--- src/rtl/tia_hmove_controller.sv ---
// tia_hmove_controller: horizontal-motion (HMOVE) sequencer.
// Holds five 4-bit motion values (P0, P1, M0, M1, BL). After a strobe it runs
// a fixed 64-cycle sequence and emits one extra-clock pulse (active low on
// mec_bar) every 4 cycles per object. Each object receives (hm XOR 8) pulses.
// Optional feature macro: TIA_HMOVE_BLANK_EN. When it is defined, hmove_blank
// is high for the first 8 busy cycles after every strobe.
module tia_hmove_controller (
  input  logic       clk,
  input  logic       reset,
  input  logic       hmove_strobe,
  input  logic       hmclr,
  input  logic [4:0] hm_wr,
  input  logic [3:0] hm_data,
  output logic [4:0] mec_bar,
  output logic       hmove_busy,
  output logic       hmove_blank
);

  logic [3:0] r_hm [0:4];
  logic       r_busy;
  logic [3:0] r_cnt;
  logic [1:0] r_ph;
  logic [4:0] r_en;

  logic [4:0] w_step;
  logic [4:0] w_match;
  logic [4:0] w_done;

  // Motion registers: a clear takes priority over any write in the same cycle.
  always_ff @(posedge clk) begin
    for (int i = 0; i < 5; i++) begin
      if (reset || hmclr)
        r_hm[i] <= 4'd0;
      else if (hm_wr[i])
        r_hm[i] <= hm_data;
    end
  end

  // Per-object step decode: this is evaluated once per 4-cycle step, at ph=0.
  // A match with the live motion value stops the pulses for that object.
  genvar gi;
  generate
    for (gi = 0; gi < 5; gi++) begin : g_obj
      assign w_step[gi]  = r_busy && (r_ph == 2'd0) && r_en[gi];
      assign w_match[gi] = (r_cnt == (r_hm[gi] ^ 4'b0111));
      assign w_done[gi]  = w_step[gi] && w_match[gi];
      assign mec_bar[gi] = ~(w_step[gi] && !w_match[gi]);
    end
  endgenerate

  // Sequencer: a strobe always (re)starts; otherwise step the phase and counter.
  always_ff @(posedge clk) begin
    if (reset) begin
      r_busy <= 1'b0;
      r_cnt  <= 4'd0;
      r_ph   <= 2'd0;
      r_en   <= 5'b00000;
    end else if (hmove_strobe) begin
      r_busy <= 1'b1;
      r_cnt  <= 4'd15;
      r_ph   <= 2'd0;
      r_en   <= 5'b11111;
    end else if (r_busy) begin
      r_ph <= r_ph + 2'd1;
      r_en <= r_en & ~w_done;
      if (r_ph == 2'd3) begin
        if (r_cnt != 4'd0) begin
          r_cnt <= r_cnt - 4'd1;
        end else begin
          r_busy <= 1'b0;
          r_en   <= 5'b00000;
        end
      end
    end
  end

  assign hmove_busy = r_busy;

`ifdef TIA_HMOVE_BLANK_EN
  logic       r_blank;
  logic [2:0] r_bcnt;

  // Blank window: set by each strobe, lasts 8 cycles (counter 7 down to 0).
  always_ff @(posedge clk) begin
    if (reset) begin
      r_blank <= 1'b0;
      r_bcnt  <= 3'd0;
    end else if (hmove_strobe) begin
      r_blank <= 1'b1;
      r_bcnt  <= 3'd7;
    end else if (r_blank) begin
      if (r_bcnt == 3'd0)
        r_blank <= 1'b0;
      else
        r_bcnt <= r_bcnt - 3'd1;
    end
  end

  assign hmove_blank = r_blank;
`else
  assign hmove_blank = 1'b0;
`endif

endmodule

--- config.mk ---
export PLATFORM = sky130hd
export DESIGN_NAME = tia_hmove_controller
export DESIGN_NICKNAME = d
export VERILOG_FILES = /design/src/rtl/tia_hmove_controller.sv
export SDC_FILE = /design/constraint.sdc
export NUM_CORES = 1
export LEC_CHECK = 0
export CORE_UTILIZATION = 30
export CTS_CLUSTER_DIAMETER = 120
export DETAILED_ROUTE_END_ITERATION = 6
export GPL_ROUTABILITY_DRIVEN = 0
export PLACE_DENSITY = 0.59
export SLEW_MARGIN = 10
export SYNTH_ARGS = -nofsm -noshare
export SYNTH_HDL_FRONTEND = slang
export SYNTH_SLANG_ARGS = --single-unit
--- constraint.sdc ---
create_clock -name clk -period 4.2 [get_ports clk]
set_input_delay 0.63 -clock clk [delete_from_list [all_inputs] [get_ports clk]]
set_output_delay 0.63 -clock clk [all_outputs]
set_load 0.02 [all_outputs]
=== Word-level counts from Yosys, hierarchy flattened ===
Memory sizes are Yosys's and may differ from the RTL's.
Index checks and enable logic that the tools add are counted.

* Bits in registers: 12
* Bits in latches: 0
* Memory bits (writable): 20
* ROM bits: 0
* Output and inout bits: 7
* Word-level logic and storage cells: 93
* Memories kept: 1

{| class="wikitable"
|+ Memory list
! name !! depth !! width !! rd ports !! clocked after memory_dff !! write ports !! RTL line !! RTL
|-
| r_hm || 5 || 4 || 5 || 0 || 5 || 19 || <nowiki>logic [3:0] r_hm [0:4];</nowiki>
|}

* Add/subtract/negate cells: 2
* $mul: 0
* Div/mod/pow operators: 0
* Magnitude comparators: 0
* Equality and inequality tests: 6
* Shifts and indexed selects: 0
* Mux-type cells: 34
* Bitwise operators: 17
* Reductions and logical operators: 29

{| class="wikitable"
|+ Operator list
! kind !! number
|-
| two-way mux 4 bit || 9
|-
| two-way mux 1 bit || 21
|-
| == test 4 bit || 5
|-
| two-way mux 5 bit || 4
|-
| logical AND 1 bit || 16
|-
| inverter 3 bit || 5
|-
| nonzero test 2 bit || 3
|-
| AND 5 bit || 1
|-
| logical NOT 1 bit || 5
|-
| inverter 1 bit || 5
|-
| inverter 5 bit || 1
|-
| OR 1 bit || 5
|-
| nonzero test 4 bit || 1
|-
| subtractor 4 x 1 -> 4 bit (second input constant) || 1
|-
| AND reduction 3 bit || 1
|-
| adder 2 x 1 -> 2 bit (second input constant) || 1
|-
| == test 2 bit (second input constant) || 1
|-
| logical NOT 2 bit || 1
|-
| OR reduction 2 bit || 1
|-
| logical OR 1 bit || 1
|}

=== Depth between registers and ports, before layout ===
Gate-level depths: netlist of run 1.

* Word-level depth: 10
* Depth in mapped cells: 6
* Mapped depth without buffers: 5

=== Least setup slack after synthesis of run 1 ===
No wires, ideal clock.

* Path type: flip-flop to output port
* Start point: reg r_busy (netlist: hmove_busy)
* End point: out mec_bar[0]
* Data arrival time: 1222 ps
* Setup slack: 2348 ps
* Cell stages (with the launch flop): 5
* Path buffers: 2
* Path through: dfxtp_1 clkbuf_1 and2_1 clkbuf_1 nand3_1

* Longest elaborated chain between the ends: 4

{| class="wikitable"
|+ RTL lines
! element !! RTL line !! RTL
|-
| start: declaration || 20 || <nowiki>logic r_busy;</nowiki>
|-
| start signal: assignment || 54 || <nowiki>r_busy <= 1'b0;</nowiki>
|-
| start signal: assignment || 59 || <nowiki>r_busy <= 1'b1;</nowiki>
|-
| start signal: assignment || 70 || <nowiki>r_busy <= 1'b0;</nowiki>
|-
| logical AND 1 bit (2 in series) || 44 || <nowiki>assign w_step[gi] = r_busy && (r_ph == 2'd0) && r_en[gi];</nowiki>
|-
| logical AND 1 bit || 47 || <nowiki>assign mec_bar[gi] = ~(w_step[gi] && !w_match[gi]);</nowiki>
|-
| inverter 1 bit || 47 ||
|-
| end: declaration || 14 || <nowiki>output logic [4:0] mec_bar,</nowiki>
|}

Every way passes these cells.

=== Final worst setup path of run 1 ===
* Start point: reg r_cnt[0]
* End point: out mec_bar[3]

* Longest elaborated chain between the ends: 4

{| class="wikitable"
|+ RTL lines
! element !! RTL line !! RTL
|-
| start: declaration || 21 || <nowiki>logic [3:0] r_cnt;</nowiki>
|-
| start signal: assignment || 68 || <nowiki>r_cnt <= r_cnt - 4'd1;</nowiki>
|-
| == test 4 bit || 45 || <nowiki>assign w_match[gi] = (r_cnt == (r_hm[gi] ^ 4'b0111));</nowiki>
|-
| logical NOT 1 bit || 47 ||
|-
| logical AND 1 bit || 47 ||
|-
| inverter 1 bit || 47 ||
|}

Every way passes these cells.

==> impl_metrics.json, run 1 <==
{
  "outcome": "finished, final reports clean",
  "drive_gt1_share_pct": 7.79,
  "start_util_pct": 31.0,
  "maxSlewViolCount": 0,
  "post-place-ws_ns": 1.71,
  "cts_sinks": 32,
  "synth_top_cell_area_share_pct": 38.0,
  "cp_max_fo": 9,
  "cts_tree": "built",
  "crit_path_max_incr_delay_ns": 0.61,
  "design.core.area_mm2": 0.00511,
  "route.detailed.drc": 0,
  "hp-class": "flop to flop",
  "synth_top_cell_by_area": "edfxtp_1",
  "path_buf_inv": 1,
  "grtUsageTotal_pct": 12.5,
  "insertion_delay_ns": 0.28,
  "drt_pass1_iterations": 5,
  "io_buffers": 18,
  "end_kind": "output pin",
  "drt_iter0_markers": 85,
  "routedWlPerCell_um": 13.6,
  "dp_hpwl_um": 2300,
  "arrival_ns": 1.97,
  "fin_util_pct": 37.1,
  "slew_headroom_pct": 41.5,
  "fp.dieW_um": 74.6,
  "crit_chain": "xor2_1, nand4_1, nand3_1, clkdlybuf4s50_1",
  "vias": 1079,
  "grt_pass1_wl_um": 5010,
  "synth_cell_type_count": 32,
  "finalHoldViolCount": 0,
  "viasPerCell": 4.82,
  "grt_pass1_vias": 1070,
  "boundaryPins": 20,
  "synthToLayoutAreaGrowth_pct": 19.7,
  "tns_ns": 0,
  "rsz0062_at_grt": "false",
  "die-area_mm2": 0.00557,
  "critPathTopFamily": "buffers and inverters",
  "nets": 169,
  "cp_data_required_time_ns": 3.57,
  "ys_ff_latch": 32,
  "cts_setup_buffers": 0,
  "synthTopCellsByArea": "edfxtp_1 (38%), dfxtp_1 (15%), xor2_1 (8.3%)",
  "yosysWarnings": 0,
  "synthCells": 139,
  "cap_violations": 0,
  "synth_area_mm2": 0.00158,
  "ir_worst_vdd_mv": 0.256,
  "grt_max_degree": 21,
  "power_density_mw_per_mm2": 391,
  "worstMarginPinSlew_ns": 0.875,
  "min_period_ns": 2.60,
  "skew_ns": 0.00549,
  "path_clk_slew_ns": 0.06,
  "ctsResizeCount": 0,
  "cts_made_buffers": 5,
  "cts_root_buf": "clkbuf_8",
  "ys_seq_area_share_pct": 53.2,
  "slowest_stage": "clkdlybuf4s50_1",
  "synth_fp_nets": 155,
  "max_freq_ghz": 0.385,
  "antenna_found_initial": 0,
  "wl_um": 3050,
  "min_period_over_period_pct": 61.8,
  "fin_ws_ns": 1.60,
  "crit_path_start_kind": "flop",
  "num_rows": 26,
  "path_class": "flop to output pin",
  "cts_buffer_depth": 2,
  "die_h_um": 74.6,
  "diodes": 0,
  "antenna_left": 0,
  "htree_levels": 2,
  "finalSetupViolCount": 0,
  "synth_area_per_cell_um2": 11.4,
  "holdBufCountCts": 0,
  "fill_cells": 522,
  "p_leak_nw": 0.801,
  "grt_overflow": 0
}
## placed cells by master (no fill, tap or decap), drive strengths merged, types with 3 or more instances in the layout
cell,Yosys,final
nand3,6,6
xor2,15,15
edfxtp,20,20
nand4,5,5
o221a,5,5
or3,7,7
dfxtp,12,12
clkbuf,5,6
inv,6,6
xnor2,6,6
ha,3,3
nand2,3,3
and3,20,20
clkdlybuf4s50,0,18
## metal layers
layer	wire length, um	share of wire (%)	vias to the layer above	track usage (%)
met5	0	0	-	0
met4	57	1.9	0	5.66
met3	129	4.2	6	3.25
met2	1520	50	30	21.0
met1	1340	44	509	14.9
li1	-	-	534	-
## final timing paths
path	start	end	slack, ns	cells past startpoint
hold / removal	r_en[1]$_SDFFE_PP0P_	r_en[1]$_SDFFE_PP0P_	0.54	1
setup / recovery	r_cnt[0]$_SDFFE_PP0P_	mec_bar[3]	1.60	4
hold reg to reg	r_en[1]$_SDFFE_PP0P_	r_en[1]$_SDFFE_PP0P_	0.54	1
setup reg to reg	r_cnt[0]$_SDFFE_PP0P_	r_en[1]$_SDFFE_PP0P_	2.23	5
## stage by stage
step | power, mW | hold WS [ns] | cell area [um2] | std cells
4_1_cts | 0.746 | 0.547 | 1890 | 224
3_3_place_gp | 0.456 | 0.522 | 1790 | 216
3_5_place_dp | 0.461 | 0.530 | 1790 | 216
2_1_floorplan | 0.430 | 0.509 | 1580 | 139
6_report | 0.740 | 0.540 | 1890 | 224
5_1_grt | 0.769 | 0.564 | 1890 | 224
## cell type report
class | count | area (um2) | area share [%]
clock buffer | 6 | 72.6 | 3.83
clock inverter | 2 | 35.0 | 1.85
tap | 70 | 87.6 | 4.63
sequential | 32 | 841 | 44.4
inverter | 6 | 22.5 | 1.19
multi-input combinational | 90 | 654 | 34.6
timing repair buffer | 18 | 180 | 9.52
## power breakdown
| group | internal (mW) | switching [mW] |
|---|---|---|
| logic | 0.0416 | 0.0393 |
| clock network | 0.176 | 0.111 |
| registers | 0.354 | 0.0187 |
## cell usage after synthesis, drive strengths merged
cell and n:
nor3 2, nand3 6, o211ai 1, nor3b 1, or4 1, edfxtp 20, o311a 1, or3 7
xor2 15, o21ai 2, o21a 1, and3 20, a21oi 1, nand2 3, and2 1, ha 3
a31oi 2, nand4 5, o221a 5, buf 6, conb 1, a41oi 1, nor2 1, and2b 1
inv 6, clkbuf 5, a21boi 1, mux2i 2, xnor2 6, dfxtp 12
## registers in the layout, summed over array words and instances, names as in the netlist
| name | cells |
|---|---|
| r_ph | 2 |
| r_hm | 20 |
| r_cnt | 4 |
| hmove_busy | 1 |
| r_en | 5 |
## kinds of logic after synthesis
kind of cell             Yosys count  synth area share (%)
multiplexers                       2                  1.27
flip-flops                        32                  53.2
XOR/XNOR                          21                  11.6
adder cells (fa/ha/maj)            3                  2.37
AO/OA/AOI/OAI                     15                  7.91
buffers and inverters             17                  5.46
AND/OR/NAND/NOR                   48                  18.0
other                              1                 0.237
## worst register-to-register path: stages, from the launching register on
cell     delay [ns]
dfxtp_1        0.44
inv_1          0.11
ha_1           0.18
nor3b_1        0.58
a41oi_1        0.34
o221a_2        0.21
No activity file was read; power rests on OpenSTA's default activity.
==> run 2, diff against run 1 <==
clock period = 2.7 ns   (was 4.2 ns; I/O delays follow)
==> run 2 against run 1 <==
Effect of this change: register-to-register slack got worse by 1.5 ns; design area increased by 0.79%; combinational power increased by 62%; cell count increased by 0.89%; critical path type unchanged; sequential share of layout area decreased by 0.35 points; clock power increased by 54%; via count increased by 1.9%.
==> impl_metrics.json, run 2 (synthesized netlist as in run 1, its figures left out) <==
{
  "post-place-ws_ns": 0.620,
  "intPower_mw": 0.890,
  "min_period_ns": 2.38,
  "timing.hold.ws_ns": 0.541,
  "maxSlewViolCount": 0,
  "cts_buffer_depth": 2,
  "num_rows": 26,
  "die-area_mm2": 0.00557,
  "fp.dieW_um": 74.6,
  "min_period_over_period_pct": 88.3,
  "grt_overflow": 0,
  "hold_path_end": "r_en[0]$_SDFFE_PP0P_",
  "cts_made_buffers": 5,
  "die_h_um": 74.6,
  "fin_ws_ns": 0.316,
  "grt_pass1_vias": 1107,
  "drt_pass1_iterations": 4,
  "ir_worst_vdd_mv": 0.301,
  "path_clk_slew_ns": 0.06,
  "cts_tree": "built",
  "antenna_found_initial": 0,
  "reg2reg_to": "r_en[4]$_SDFFE_PP0P_",
  "crit_path_max_incr_delay_ns": 0.61,
  "reg2reg_slack_ns": 0.73,
  "p_leak_nw": 0.811,
  "power_density_mw_per_mm2": 603,
  "largest_reg_flops": 20,
  "pwr-share-seq_pct": 50.3,
  "min_path_cells": 1,
  "drt_iter0_markers": 53,
  "grtUsageMet2_pct": 20.3,
  "timing.rr.start": "r_cnt[1]$_SDFFE_PP0P_",
  "holdBufCountCts": 0,
  "switching_share_pct": 22.6,
  "diodes": 0,
  "path_class": "flop to output pin",
  "start_util_pct": 31.0,
  "viasPerCell": 4.87,
  "tns_ns": 0,
  "grt_pass1_wl_um": 5350,
  "hp-start": "r_en[0]$_SDFFE_PP0P_",
  "arrival_ns": 1.98,
  "grt_util_met1_pct": 16.7,
  "io_buffers": 18,
  "synthToLayoutAreaGrowth_pct": 20.6,
  "antenna_left": 0,
  "rsz0062_at_grt": "false",
  "nets": 171,
  "p_comb_share_pct": 11.4,
  "hp-class": "flop to flop",
  "fill_cells": 512,
  "top_register": "r_hm",
  "grt_use_met3_pct": 4.34,
  "finalHoldViolCount": 0,
  "skew_ns": 0.00576,
  "route.detailed.drc": 0,
  "cts_root_buf": "clkbuf_8",
  "design.core.area_mm2": 0.00511,
  "boundaryPins": 20,
  "cap_violations": 0,
  "cts_sinks": 32,
  "grtUsageTotal_pct": 13.0,
  "cp_data_required_time_ns": 2.30,
  "p_clk_share_pct": 38.3,
  "worstRegToRegCells": 5,
  "routedWlPerCell_um": 14.0,
  "cp_max_fo": 9,
  "outcome": "finished, final reports clean",
  "p_switching_mw": 0.260,
  "cts_setup_buffers": 0,
  "max_freq_ghz": 0.419,
  "wl_um": 3170,
  "crit_chain": "xnor2_1, nand4_1, nand3_1, clkdlybuf4s50_1",
  "insertion_delay_ns": 0.28,
  "top_usage_layer": "met2",
  "htree_levels": 2,
  "top_regs": "r_hm: 20 flops, r_en: 5 flops, r_cnt: 4 flops",
  "final_cell_mix": "and3_1 (20), edfxtp_1 (20), clkdlybuf4s50_1 (18)",
  "worstMarginPinSlew_ns": 0.693,
  "grt_max_degree": 13,
  "vias": 1100,
  "slew_headroom_pct": 53.7,
  "end_kind": "output pin",
  "slowest_stage": "dfxtp_1",
  "finalSetupViolCount": 0,
  "drive_gt1_share_pct": 8.97,
  "dp_hpwl_um": 2350,
  "crit_path_start_kind": "flop",
  "ctsResizeCount": 0
}
-- run 2: changes by cell type in the layout (fill, tap and decap cells not counted) --
cell | before | now
buf_4 | 0 | 2
-- run 2: worst max path at each step --
stage	cells after the start	end	startpoint	slack, ns
CTS	4	mec_bar[2]	r_cnt[2]$_SDFFE_PP0P_	0.30
detailed placement	4	mec_bar[2]	r_cnt[2]$_SDFFE_PP0P_	0.62
global placement	4	mec_bar[2]	r_cnt[2]$_SDFFE_PP0P_	0.62
floorplan	4	mec_bar[0]	hmove_busy$_SDFF_PP0_	1.07
global route	4	mec_bar[2]	r_cnt[2]$_SDFFE_PP0P_	0.18
finish	4	mec_bar[3]	r_cnt[3]$_SDFFE_PP0P_	0.32
-- run 2: power groups by stage --
stage                     combinational (mW)  clock (mW)  sequential (mW)
final                                  0.131       0.441            0.579
after global routing                   0.145       0.474            0.582
after CTS                              0.131       0.452            0.579
after detailed placement               0.131           0            0.590
after global placement                 0.125           0            0.589
after floorplan                       0.0974           0            0.572
-- run 2: final cells by class --
class                      instances  area (um2)  area share (%)
sequential                        32         841            44.1
clock buffer                       6        72.6            3.80
tap                               70        87.6            4.59
multi-input combinational         90         654            34.3
clock inverter                     2        35.0            1.84
inverter                           6        22.5            1.18
timing repair buffer              20         195            10.2
-- run 2: critical path, delay by kind of cell, from the launching register on --
kind / cells / cell delay [ns]
flip-flops: 1 / 0.61
buffers and inverters: 1 / 0.60
XOR/XNOR: 1 / 0.18
AND/OR/NAND/NOR: 2 / 0.31
-- run 2: per-stage QoR --
stage | util (%) | area [um2] | power (mW) | cells
2_1_floorplan | - | 1580 | 0.670 | 139
3_3_place_gp | 35.3 | 1800 | 0.714 | 218
3_5_place_dp | 35.3 | 1800 | 0.720 | 218
4_1_cts | 37.4 | 1910 | 1.16 | 226
5_1_grt | 37.4 | 1910 | 1.20 | 226
6_report | 37.4 | 1910 | 1.15 | 226
-- run 2: metal layers --
metal  vias to the layer above  part of all wire [%]
li1                        535                     -
met1                       519                    47
met2                        39                    47
met3                         7                   5.0
met4                         0                   1.3
met5                         -                     0
